## src/rtl/thermo_sample_logger_pkg.sv

```systemverilog
// Shared types and entry layout for the thermocouple sample logger.
// Entry = {seq[9:0], timeout, fault, temp[11:0]}.
package thermo_logger_pkg;

  typedef enum logic [1:0] {
    S_IDLE,
    S_WAIT_BUSY,
    S_WAIT_DONE,
    S_CAPTURE
  } state_t;

  localparam int ENTRY_W = 24;
  localparam int SEQ_W   = 10;
  localparam int SEQ_LSB = 14;
  localparam int TMO_BIT = 13;
  localparam int FLT_BIT = 12;
  localparam int TEMP_W  = 12;

  function automatic logic [ENTRY_W-1:0] pack_entry(
    input logic [SEQ_W-1:0]  seq,
    input logic              tmo,
    input logic              flt,
    input logic [TEMP_W-1:0] temp
  );
    logic [ENTRY_W-1:0] e;
    e = '0;
    e[SEQ_LSB +: SEQ_W] = seq;
    e[TMO_BIT] = tmo;
    e[FLT_BIT] = flt;
    e[0 +: TEMP_W] = temp;
    return e;
  endfunction

endpackage

```

## src/rtl/thermo_sample_logger_if.sv

```systemverilog
// Reader-side valid/ready port of the sample logger FIFO.
// master = logger, slave = reader.
interface thermo_sample_logger_if;
  import thermo_logger_pkg::*;

  logic               rd_valid;
  logic               rd_ready;
  logic [ENTRY_W-1:0] rd_data;

  modport master (
    output rd_valid,
    output rd_data,
    input  rd_ready
  );

  modport slave (
    input  rd_valid,
    input  rd_data,
    output rd_ready
  );

endinterface

```

## src/rtl/thermo_sample_logger_fifo.sv

```systemverilog
// Show-ahead synchronous FIFO; pointers carry one extra wrap bit.
// A push into a full FIFO is taken only when a pop frees a slot that cycle.
module sample_fifo #(
  parameter int DEPTH = 16,
  parameter int W     = 24
) (
  input  logic                     clk,
  input  logic                     rst,
  input  logic                     push,
  input  logic [W-1:0]             din,
  output logic                     full,
  input  logic                     pop,
  output logic [W-1:0]             dout,
  output logic                     empty,
  output logic [$clog2(DEPTH):0]   count
);
  localparam int AW = $clog2(DEPTH);

  logic [W-1:0] mem [DEPTH];
  logic [AW:0]  wr_ptr;
  logic [AW:0]  rd_ptr;
  logic         do_push;
  logic         do_pop;

  assign empty = (wr_ptr == rd_ptr);
  assign full  = (wr_ptr[AW] != rd_ptr[AW]) &&
                 (wr_ptr[AW-1:0] == rd_ptr[AW-1:0]);
  assign count = wr_ptr - rd_ptr;

  assign do_pop  = pop & ~empty;
  assign do_push = push & (~full | do_pop);

  assign dout = empty ? '0 : mem[rd_ptr[AW-1:0]];

  always_ff @(posedge clk or posedge rst) begin
    if (rst) begin
      wr_ptr <= '0;
      rd_ptr <= '0;
    end else begin
      if (do_push) wr_ptr <= wr_ptr + 1'b1;
      if (do_pop)  rd_ptr <= rd_ptr + 1'b1;
    end
  end

  always_ff @(posedge clk) begin
    if (do_push) mem[wr_ptr[AW-1:0]] <= din;
  end

endmodule

```

## src/rtl/thermo_sample_logger.sv

```systemverilog
// Periodic thermocouple SPI reader: start, wait, capture, tag and buffer.
// Samples are tagged with a free-running sequence number so drops show as gaps.
module thermo_sample_logger
  import thermo_logger_pkg::*;
#(
  parameter int DEPTH     = 16,
  parameter int TIMEOUT   = 4096,
  parameter int TEMP_LSB  = 2,
  parameter int FAULT_BIT = 0
) (
  input  logic                     clk,
  input  logic                     rst,
  input  logic                     enable,
  input  logic [23:0]              period_cycles,
  output logic                     spi_start,
  input  logic                     spi_busy,
  input  logic [15:0]              spi_dout,
  thermo_sample_logger_if.master   rd,
  output logic [$clog2(DEPTH):0]   fifo_count,
  output logic [7:0]               overflow_cnt,
  output logic [TEMP_W-1:0]        last_temp
);
  localparam int WW = $clog2(TIMEOUT + 1);
  localparam logic [WW-1:0] WAIT_MAX = WW'(TIMEOUT - 1);

  state_t              state;
  logic [23:0]         tick_cnt;
  logic [23:0]         per_m1;
  logic                tick;
  logic [WW-1:0]       wait_cnt;
  logic                tmo;
  logic [15:0]         spi_word;
  logic [SEQ_W-1:0]    seq;
  logic [TEMP_W-1:0]   temp_f;
  logic                flt_f;
  logic [ENTRY_W-1:0]  entry;
  logic                push;
  logic                pop;
  logic                full;
  logic                empty;
  logic                drop;

  assign per_m1 = (period_cycles == '0) ? '0 : period_cycles - 24'd1;
  assign tick   = enable && (tick_cnt >= per_m1);

  always_ff @(posedge clk or posedge rst) begin
    if (rst) begin
      tick_cnt <= '0;
    end else if (!enable || tick) begin
      tick_cnt <= '0;
    end else begin
      tick_cnt <= tick_cnt + 24'd1;
    end
  end

  // Start is qualified by IDLE so ticks during a transaction are lost.
  assign spi_start = (state == S_IDLE) && tick;

  assign temp_f = spi_word[TEMP_LSB +: TEMP_W];
  assign flt_f  = spi_word[FAULT_BIT];
  assign entry  = tmo ? pack_entry(seq, 1'b1, 1'b1, '0)
                      : pack_entry(seq, 1'b0, flt_f, temp_f);

  assign push = (state == S_CAPTURE);
  assign pop  = rd.rd_valid & rd.rd_ready;
  assign drop = push & full & ~pop;
  assign rd.rd_valid = ~empty;

  always_ff @(posedge clk or posedge rst) begin
    if (rst) begin
      state        <= S_IDLE;
      wait_cnt     <= '0;
      tmo          <= 1'b0;
      spi_word     <= '0;
      seq          <= '0;
      last_temp    <= '0;
      overflow_cnt <= '0;
    end else begin
      unique case (state)
        S_IDLE: begin
          if (tick) begin
            wait_cnt <= '0;
            tmo      <= 1'b0;
            state    <= S_WAIT_BUSY;
          end
        end
        S_WAIT_BUSY: begin
          if (spi_busy) begin
            wait_cnt <= '0;
            state    <= S_WAIT_DONE;
          end else if (wait_cnt == WAIT_MAX) begin
            tmo   <= 1'b1;
            state <= S_CAPTURE;
          end else begin
            wait_cnt <= wait_cnt + 1'b1;
          end
        end
        S_WAIT_DONE: begin
          if (!spi_busy) begin
            spi_word <= spi_dout;
            state    <= S_CAPTURE;
          end else if (wait_cnt == WAIT_MAX) begin
            tmo   <= 1'b1;
            state <= S_CAPTURE;
          end else begin
            wait_cnt <= wait_cnt + 1'b1;
          end
        end
        S_CAPTURE: begin
          seq <= seq + 1'b1;
          if (!tmo) last_temp <= temp_f;
          if (drop && overflow_cnt != 8'hFF) begin
            overflow_cnt <= overflow_cnt + 8'd1;
          end
          state <= S_IDLE;
        end
      endcase
    end
  end

  sample_fifo #(
    .DEPTH (DEPTH),
    .W     (ENTRY_W)
  ) u_fifo (
    .clk   (clk),
    .rst   (rst),
    .push  (push),
    .din   (entry),
    .full  (full),
    .pop   (pop),
    .dout  (rd.rd_data),
    .empty (empty),
    .count (fifo_count)
  );

endmodule
```

## src/flat_wrapper.sv

```systemverilog
// flat-port wrapper written by rule: the top's interface ports become plain ports
module thermo_sample_logger_flat import thermo_logger_pkg::*;
#(
  parameter int DEPTH     = 16,
  parameter int TIMEOUT   = 4096,
  parameter int TEMP_LSB  = 2,
  parameter int FAULT_BIT = 0
)
  (clk, rst, enable, period_cycles, spi_start, spi_busy, spi_dout, fifo_count, overflow_cnt, last_temp, rd_rd_valid, rd_rd_data, rd_rd_ready);
  thermo_sample_logger_if rd_i ();
  input  logic clk;
  input  logic rst;
  input  logic enable;
  input  logic [23:0] period_cycles;
  output logic spi_start;
  input  logic spi_busy;
  input  logic [15:0] spi_dout;
  output logic [$clog2(DEPTH):0] fifo_count;
  output logic [7:0] overflow_cnt;
  output logic [TEMP_W-1:0] last_temp;
  output wire logic [$bits(rd_i.rd_valid)-1:0] rd_rd_valid;
  output wire logic [$bits(rd_i.rd_data)-1:0] rd_rd_data;
  input wire logic [$bits(rd_i.rd_ready)-1:0] rd_rd_ready;
  assign rd_rd_valid = rd_i.rd_valid;
  assign rd_rd_data = rd_i.rd_data;
  assign rd_i.rd_ready = rd_rd_ready;
  thermo_sample_logger #(.DEPTH(DEPTH), .TIMEOUT(TIMEOUT), .TEMP_LSB(TEMP_LSB), .FAULT_BIT(FAULT_BIT)) u_core (.clk(clk), .rst(rst), .enable(enable), .period_cycles(period_cycles), .spi_start(spi_start), .spi_busy(spi_busy), .spi_dout(spi_dout), .rd(rd_i), .fifo_count(fifo_count), .overflow_cnt(overflow_cnt), .last_temp(last_temp));
endmodule
```

## config.mk

```make
export PLATFORM = sky130hd
export DESIGN_NAME = thermo_sample_logger_flat
export DESIGN_NICKNAME = d
export VERILOG_FILES = /design/src/rtl/thermo_sample_logger_pkg.sv /design/src/rtl/thermo_sample_logger_if.sv /design/src/rtl/thermo_sample_logger_fifo.sv /design/src/rtl/thermo_sample_logger.sv /design/src/flat_wrapper.sv
export SDC_FILE = /design/constraint.sdc
export NUM_CORES = 1
export LEC_CHECK = 0
export ABC_AREA = 1
export CAP_MARGIN = 20
export CORE_MARGIN = 2
export CORE_UTILIZATION = 40
export DETAILED_ROUTE_END_ITERATION = 16
export GPL_TIMING_DRIVEN = 1
export PLACE_DENSITY_LB_ADDON = 0.15
export RECOVER_POWER = 50
export SYNTH_ARGS = -nofsm -noshare
export SYNTH_HDL_FRONTEND = slang
export SYNTH_SLANG_ARGS = --single-unit
```

## constraint.sdc

```tcl
create_clock -name clk -period 4.6 [get_ports clk]
set_input_delay 0.69 -clock clk [delete_from_list [all_inputs] [get_ports clk]]
set_output_delay 0.69 -clock clk [all_outputs]
set_load 0.02 [all_outputs]
```

Yosys cells after proc, flatten, opt, wreduce, memory -nomap -nowiden
Memories as Yosys holds them, arrays and structs flattened.
Index checks and enable logic that the tools add are counted.
Storage, ports and cells
  register bits after elaboration: 94
  bits in writable memories: 384
  bits of input ports: 45
  output and inout port bits: 51
  word-level logic and storage cells: 77
  memories kept: 1
Cells by class
  $add $sub $neg: 8
  $lt $le $gt $ge: 1
  eq/ne operators: 11
  mux-type cells: 21
  bitwise gates (word level): 11
  reduce and logical (&&, ||, !) cells: 14
Memories
  u_core.u_fifo.mem: words 16, bits a word 24, rd ports 1, clocked after memory_dff 0, write ports 1, RTL line thermo_sample_logger_fifo.sv:19  | logic [W-1:0] mem [DEPTH];
Operators by type and width (number)
  $mux W24: 3
  $mux W13: 4
  $pmux W13 S3: 1
  $add A24 B1 Y24 const B: 1
  $ge A24 B24 Y1: 1
  $logic_not A24 Y1: 1
  $sub A24 B1 Y24 const B: 1
  $mux W14: 1
  $add A13 B1 Y13 const B: 1
  $eq A13 B12 Y1 const B: 1
  $add A10 B1 Y10 const B: 1
  $add A5 B1 Y5 const B: 2
  $add A8 B1 Y8 const B: 1
  $mux W2: 4
  $ne A8 B8 Y1 const B: 1
  $pmux W2 S4: 1
  $mux W1: 6
  $reduce_and A2 Y1: 3
  $and A1 B1 Y1: 5
  $eq A5 B5 Y1: 1
  $not A1 Y1: 5
  $sub A5 B5 Y5: 1
  $eq A2 B2 Y1 const B: 2
  $eq A4 B4 Y1: 1
  13 further kinds: 17

Longest topological paths before layout
  depth after elaboration: 8
  depth in mapped cells: 24
  depth with buffers taken out: 23

Cells and area by module
Synthesis repeated with hierarchy kept, for this count alone.
Unflattened totals
  cells, all modules: 2428
  area total of the unflattened synthesis: 22994.6 um^2
By module, submodules not included
  sample_fifo: times used 1, cells each 1696, area an instance 17425.5 um^2, sequential area each 11781.3 um^2
  thermo_sample_logger: times used 1, cells each 732, area an instance 5569.1 um^2, sequential area each 2077.0 um^2

Worst setup path after synthesis
OpenSTA, ideal clock, no wires.
  kind: input-to-output
  start point: input period_cycles[0]
  end point: output spi_start
  arrival: 2.923 ns
  slack: 0.987 ns
  cell stages on the path: 19
  path buffers: 0
  cells stage by stage: inv_1 ha_1 inv_1 nor2_1 nand2_1 inv_1 nand3_1 nor3_1 or2_2 nand3_1 ha_1 nand2_1 nor2_1 nand2_1 nor2_1 nand2_1 nand3_1 nand2_2 nor2_1
On the way
  longest elaborated chain between the ends: 5
Ends and longest elaborated chain
  from (decl): RTL line flat_wrapper.sv:14  | input logic [23:0] period_cycles;
  $sub A24 B1 Y24 or $logic_not A24 Y1 (tied branches): RTL line thermo_sample_logger.sv:43  | assign per_m1 = (period_cycles == '0) ? '0 : period_cycles - 24'd1;
  $mux W24 *: RTL line thermo_sample_logger.sv:43
  $ge A24 B24 Y1 *: RTL line thermo_sample_logger.sv:44  | assign tick = enable && (tick_cnt >= per_m1);
  $logic_and A1 B1 Y1 *: RTL line thermo_sample_logger.sv:44
  $logic_and A1 B1 Y1 *: RTL line thermo_sample_logger.sv:57  | assign spi_start = (state == S_IDLE) && tick;
  to (decl): RTL line flat_wrapper.sv:15  | output logic spi_start;
Every way passes the cells marked *; elsewhere a longest branch is shown, timed or not.

Worst setup path in the final report
  start point: register u_core.u_fifo.rd_ptr[0]
  end point: output rd_rd_data[2]
On the way
  longest elaborated chain between the ends: 2
Ends and longest elaborated chain
  from (decl): RTL line thermo_sample_logger_fifo.sv:21  | logic [AW:0] rd_ptr;
  from (signal assigned): RTL line thermo_sample_logger_fifo.sv:41  | if (do_pop) rd_ptr <= rd_ptr + 1'b1;
  $mem_v2 Z16 W24 or $eq A5 B5 Y1 (tied branches)
  $mux W24 *: RTL line thermo_sample_logger_fifo.sv:33  | assign dout = empty ? '0 : mem[rd_ptr[AW-1:0]];
  to (decl): RTL line flat_wrapper.sv:22  | output wire logic [$bits(rd_i.rd_data)-1:0] rd_rd_data;
Marks and branches as above.

==> reports/results.ini <==
[die]
die_area_um2 = 54500
start_util = 0.402
die_w_um = 233
coreArea_um2 = 52300
num_rows = 84
ios = 96
die-height_um = 233

[min_path]
hp-class = register to register
holdCritStartpoint = u_core.spi_word[0]
min_to = u_core.spi_word[0]
hold_depth = 2

[sta]
worst_pin_slew_ps = 2760
whs_ps = 490
fin_crit_sh = 0.941
max_slew_margin = -0.850
timing_hold_violations_final = 0
drv_slew = 55
fin_skew_ps = 12.5
fmax_mhz = 231
fin_tns_setup_ps = 0
finalSetupViolations = 0
min_period_ps = 4330
grt_setup_unrepaired = false

[critical_path]
worst-path-buf-inv = 1
critPathLaunchType = register
worst-setup-path-type = register to primary output
rrSetupSlack_ps = 1130
worst_path_largest_cell_delay_ps = 780
worstReg2RegStart = u_core.u_fifo.rd_ptr[0]
critPathTopFamily = simple AND/OR/NAND/NOR gates
cpMaxStageDelayCell = nor2_4
critPathMaxFanout = 58
cp.required_ps = 3910
cp.arrival_ps = 3640
cp_cell_sequence = ha_1, nand4_1, nor2_4, a31oi_1, clkdlybuf4s50_1
rr_worst_depth = 7
r2r-end = u_core.u_fifo.mem[6][14]
critPathCaptureType = primary output

[detailed_routing]
drt_wl_total_um = 53600
drc = 0
viasPerCell = 5.27
vias = 14490
drt_iter0_drc = 1032
ant_nets = 0
dr.pass1.iters = 5
wl_per_cell_um = 19.5

[yosys]
seq_area_frac_synth = 0.658
ys_types = 50
ys_warn_count = 0
synthesis.nets = 1976
synth_cells = 1885
synthFlopType = edfxtp_1
ys_ff_latch = 477
syn_avg_cell_area_um2 = 11.2
ys_async_sr_fraction = 0.195
synth_edf_count = 384
synth_area_um2 = 21000

[power_and_ir_drop]
power.density_nw_per_um2 = 598
p_leak_nw = 8.98
power_w = 0.0149
max-vdd-ir-drop_mv = 0.608

[flow_run]
drv_cap = 1

[global_route]
gr-total-overflow = 0
gr-usage-met3 = 0.0266
first_global_vias = 14307
grt_first_pass_wirelength_um = 83200
grt_max_degree = 100
top_usage_layer = met2
antenna_found_initial = 0
met1_usage = 0.275
global_route.usage.met2 = 0.336
grt_use_total = 0.201

[place]
port_buffers = 92
dpl.hpwl_um = 32100
gp_congestion = 0.798
placed_area_um2 = 23300

[clock_tree]
numCtsBuffers = 50
cts_tree = yes
cts_buffer_depth = 3
h-tree-depth = 2
clkTransAtPathRegs_ps = 60
clock_sink_count = 477
cts_root_buffer = clkbuf_16
clock_latency_ps = 580

[run_status]
violations = max-capacitance violations, max-slew violations
status = finished with violations

[finish]
area_growth_pct = 18.5
fin_area_um2 = 24900
drive_gt1_frac = 0.102
fin_nets = 2112

-- routing by layer --
| layer | wire [um] | vias up |
|---|---|---|
| li1 | - | 6961 |
| met1 | 24600 | 7157 |
| met2 | 25700 | 303 |
| met3 | 2250 | 69 |
| met4 | 980 | 0 |
| met5 | 0 | - |
-- state kept, by name, indices dropped and copies added, names as in the netlist --
| register | flops |
|---|---|
| u_core.overflow_cnt | 8 |
| u_core.last_temp | 12 |
| u_core.state | 2 |
| u_core.spi_word | 13 |
| u_core.tick_cnt | 24 |
| u_core.wait_cnt | 13 |
| u_core.u_fifo.rd_ptr | 5 |
| u_core.tmo | 1 |
| u_core.u_fifo.mem | 384 |
| u_core.u_fifo.wr_ptr | 5 |
| u_core.seq | 10 |
-- cells in the final DEF (no fill, tap or decap), drive strengths merged, types with 13 or more instances in the layout --
master,instances
ha,45
clkbuf,81
o211ai,15
nand3,58
nand2,276
dfrtp,93
o221ai,35
inv,102
a21oi,18
buf,74
nor2,311
a31oi,26
clkdlybuf4s50,87
clkinv,17
edfxtp,384
xnor2,13
nand4,18
o22ai,61
xor2,38
o21ai,249
nor3,20
-- through the flow --
| stage | util | setup WS [ps] | cells |
|---|---|---|---|
| 3_5_place_dp | 0.446 | -61.8 | 2654 |
| 2_1_floorplan | - | 987 | 1885 |
| 4_1_cts | 0.476 | 188 | 2745 |
| 6_report | 0.476 | 272 | 2749 |
| 5_1_grt | 0.476 | 13.2 | 2748 |
| 3_3_place_gp | 0.446 | -74.3 | 2654 |
-- worst min-delay path: stages, from the launching register on --
cell	delay (ps)
dfrtp_1	340
nand2_1	60
nand2_1	60
-- area by class of cell --
type | count | area, um^2
clock inverter | 19 | 166
tap | 688 | 861
fill | 4821 | 27400
clock buffer | 72 | 1440
multi-input combinational | 1212 | 6520
sequential | 477 | 13900
antenna | 1 | 2.50
timing repair buffer | 174 | 1680
inverter | 106 | 404
-- power by group --
group          internal, W  total (W)  switching [W]
Sequential         0.00526    0.00556       0.000300
Combinational      0.00184    0.00539        0.00355
Clock              0.00233    0.00397        0.00164
Total              0.00943     0.0149        0.00549
-- kinds of logic after synthesis --
group | Yosys count | synth area share
multiplexers | 1 | 0.000535
flip-flops | 477 | 0.658
AND/OR/NAND/NOR | 701 | 0.142
AO/OA/AOI/OAI | 413 | 0.113
adder cells (fa/ha/maj) | 46 | 0.0277
XOR/XNOR | 51 | 0.0212
buffers and inverters | 196 | 0.0378
-- cells in the mapped netlist (all sizes together), types with 15 or more instances --
cell type  count  area, um^2
o221ai        35         307
o22ai         61         382
buf           36         193
o211ai        15         113
edfxtp       384       11500
a21oi         18        90.1
nand2        276        1080
dfrtp         93        2330
nand3         58         295
xor2          38         333
o21ai        249        1250
clkbuf        54         204
inv          103         387
nand4         18         119
nor3          20         143
nor2         311        1200
a31oi         26         163
ha            45         563
-- what timing repair did --
action	in CTS	in global routing
hold buffers	0	0
pin swaps	1	0
buffers inserted	0	0
gates resized for setup	2	3
setup endpoints to repair	9	1
-- worst max-delay path by stage --
stage	start	endpoint	slack (ps)	depth (start not counted)
after floorplan	period_cycles[0]	spi_start	990	19
after global routing	period_cycles[0]	spi_start	10	20
after global placement	period_cycles[0]	spi_start	-70	21
after CTS	period_cycles[0]	spi_start	190	19
final	u_core.u_fifo.rd_ptr[0]	rd_rd_data[2]	270	5
after detailed placement	period_cycles[0]	spi_start	-60	19
Power figures use the tool's default switching activity.
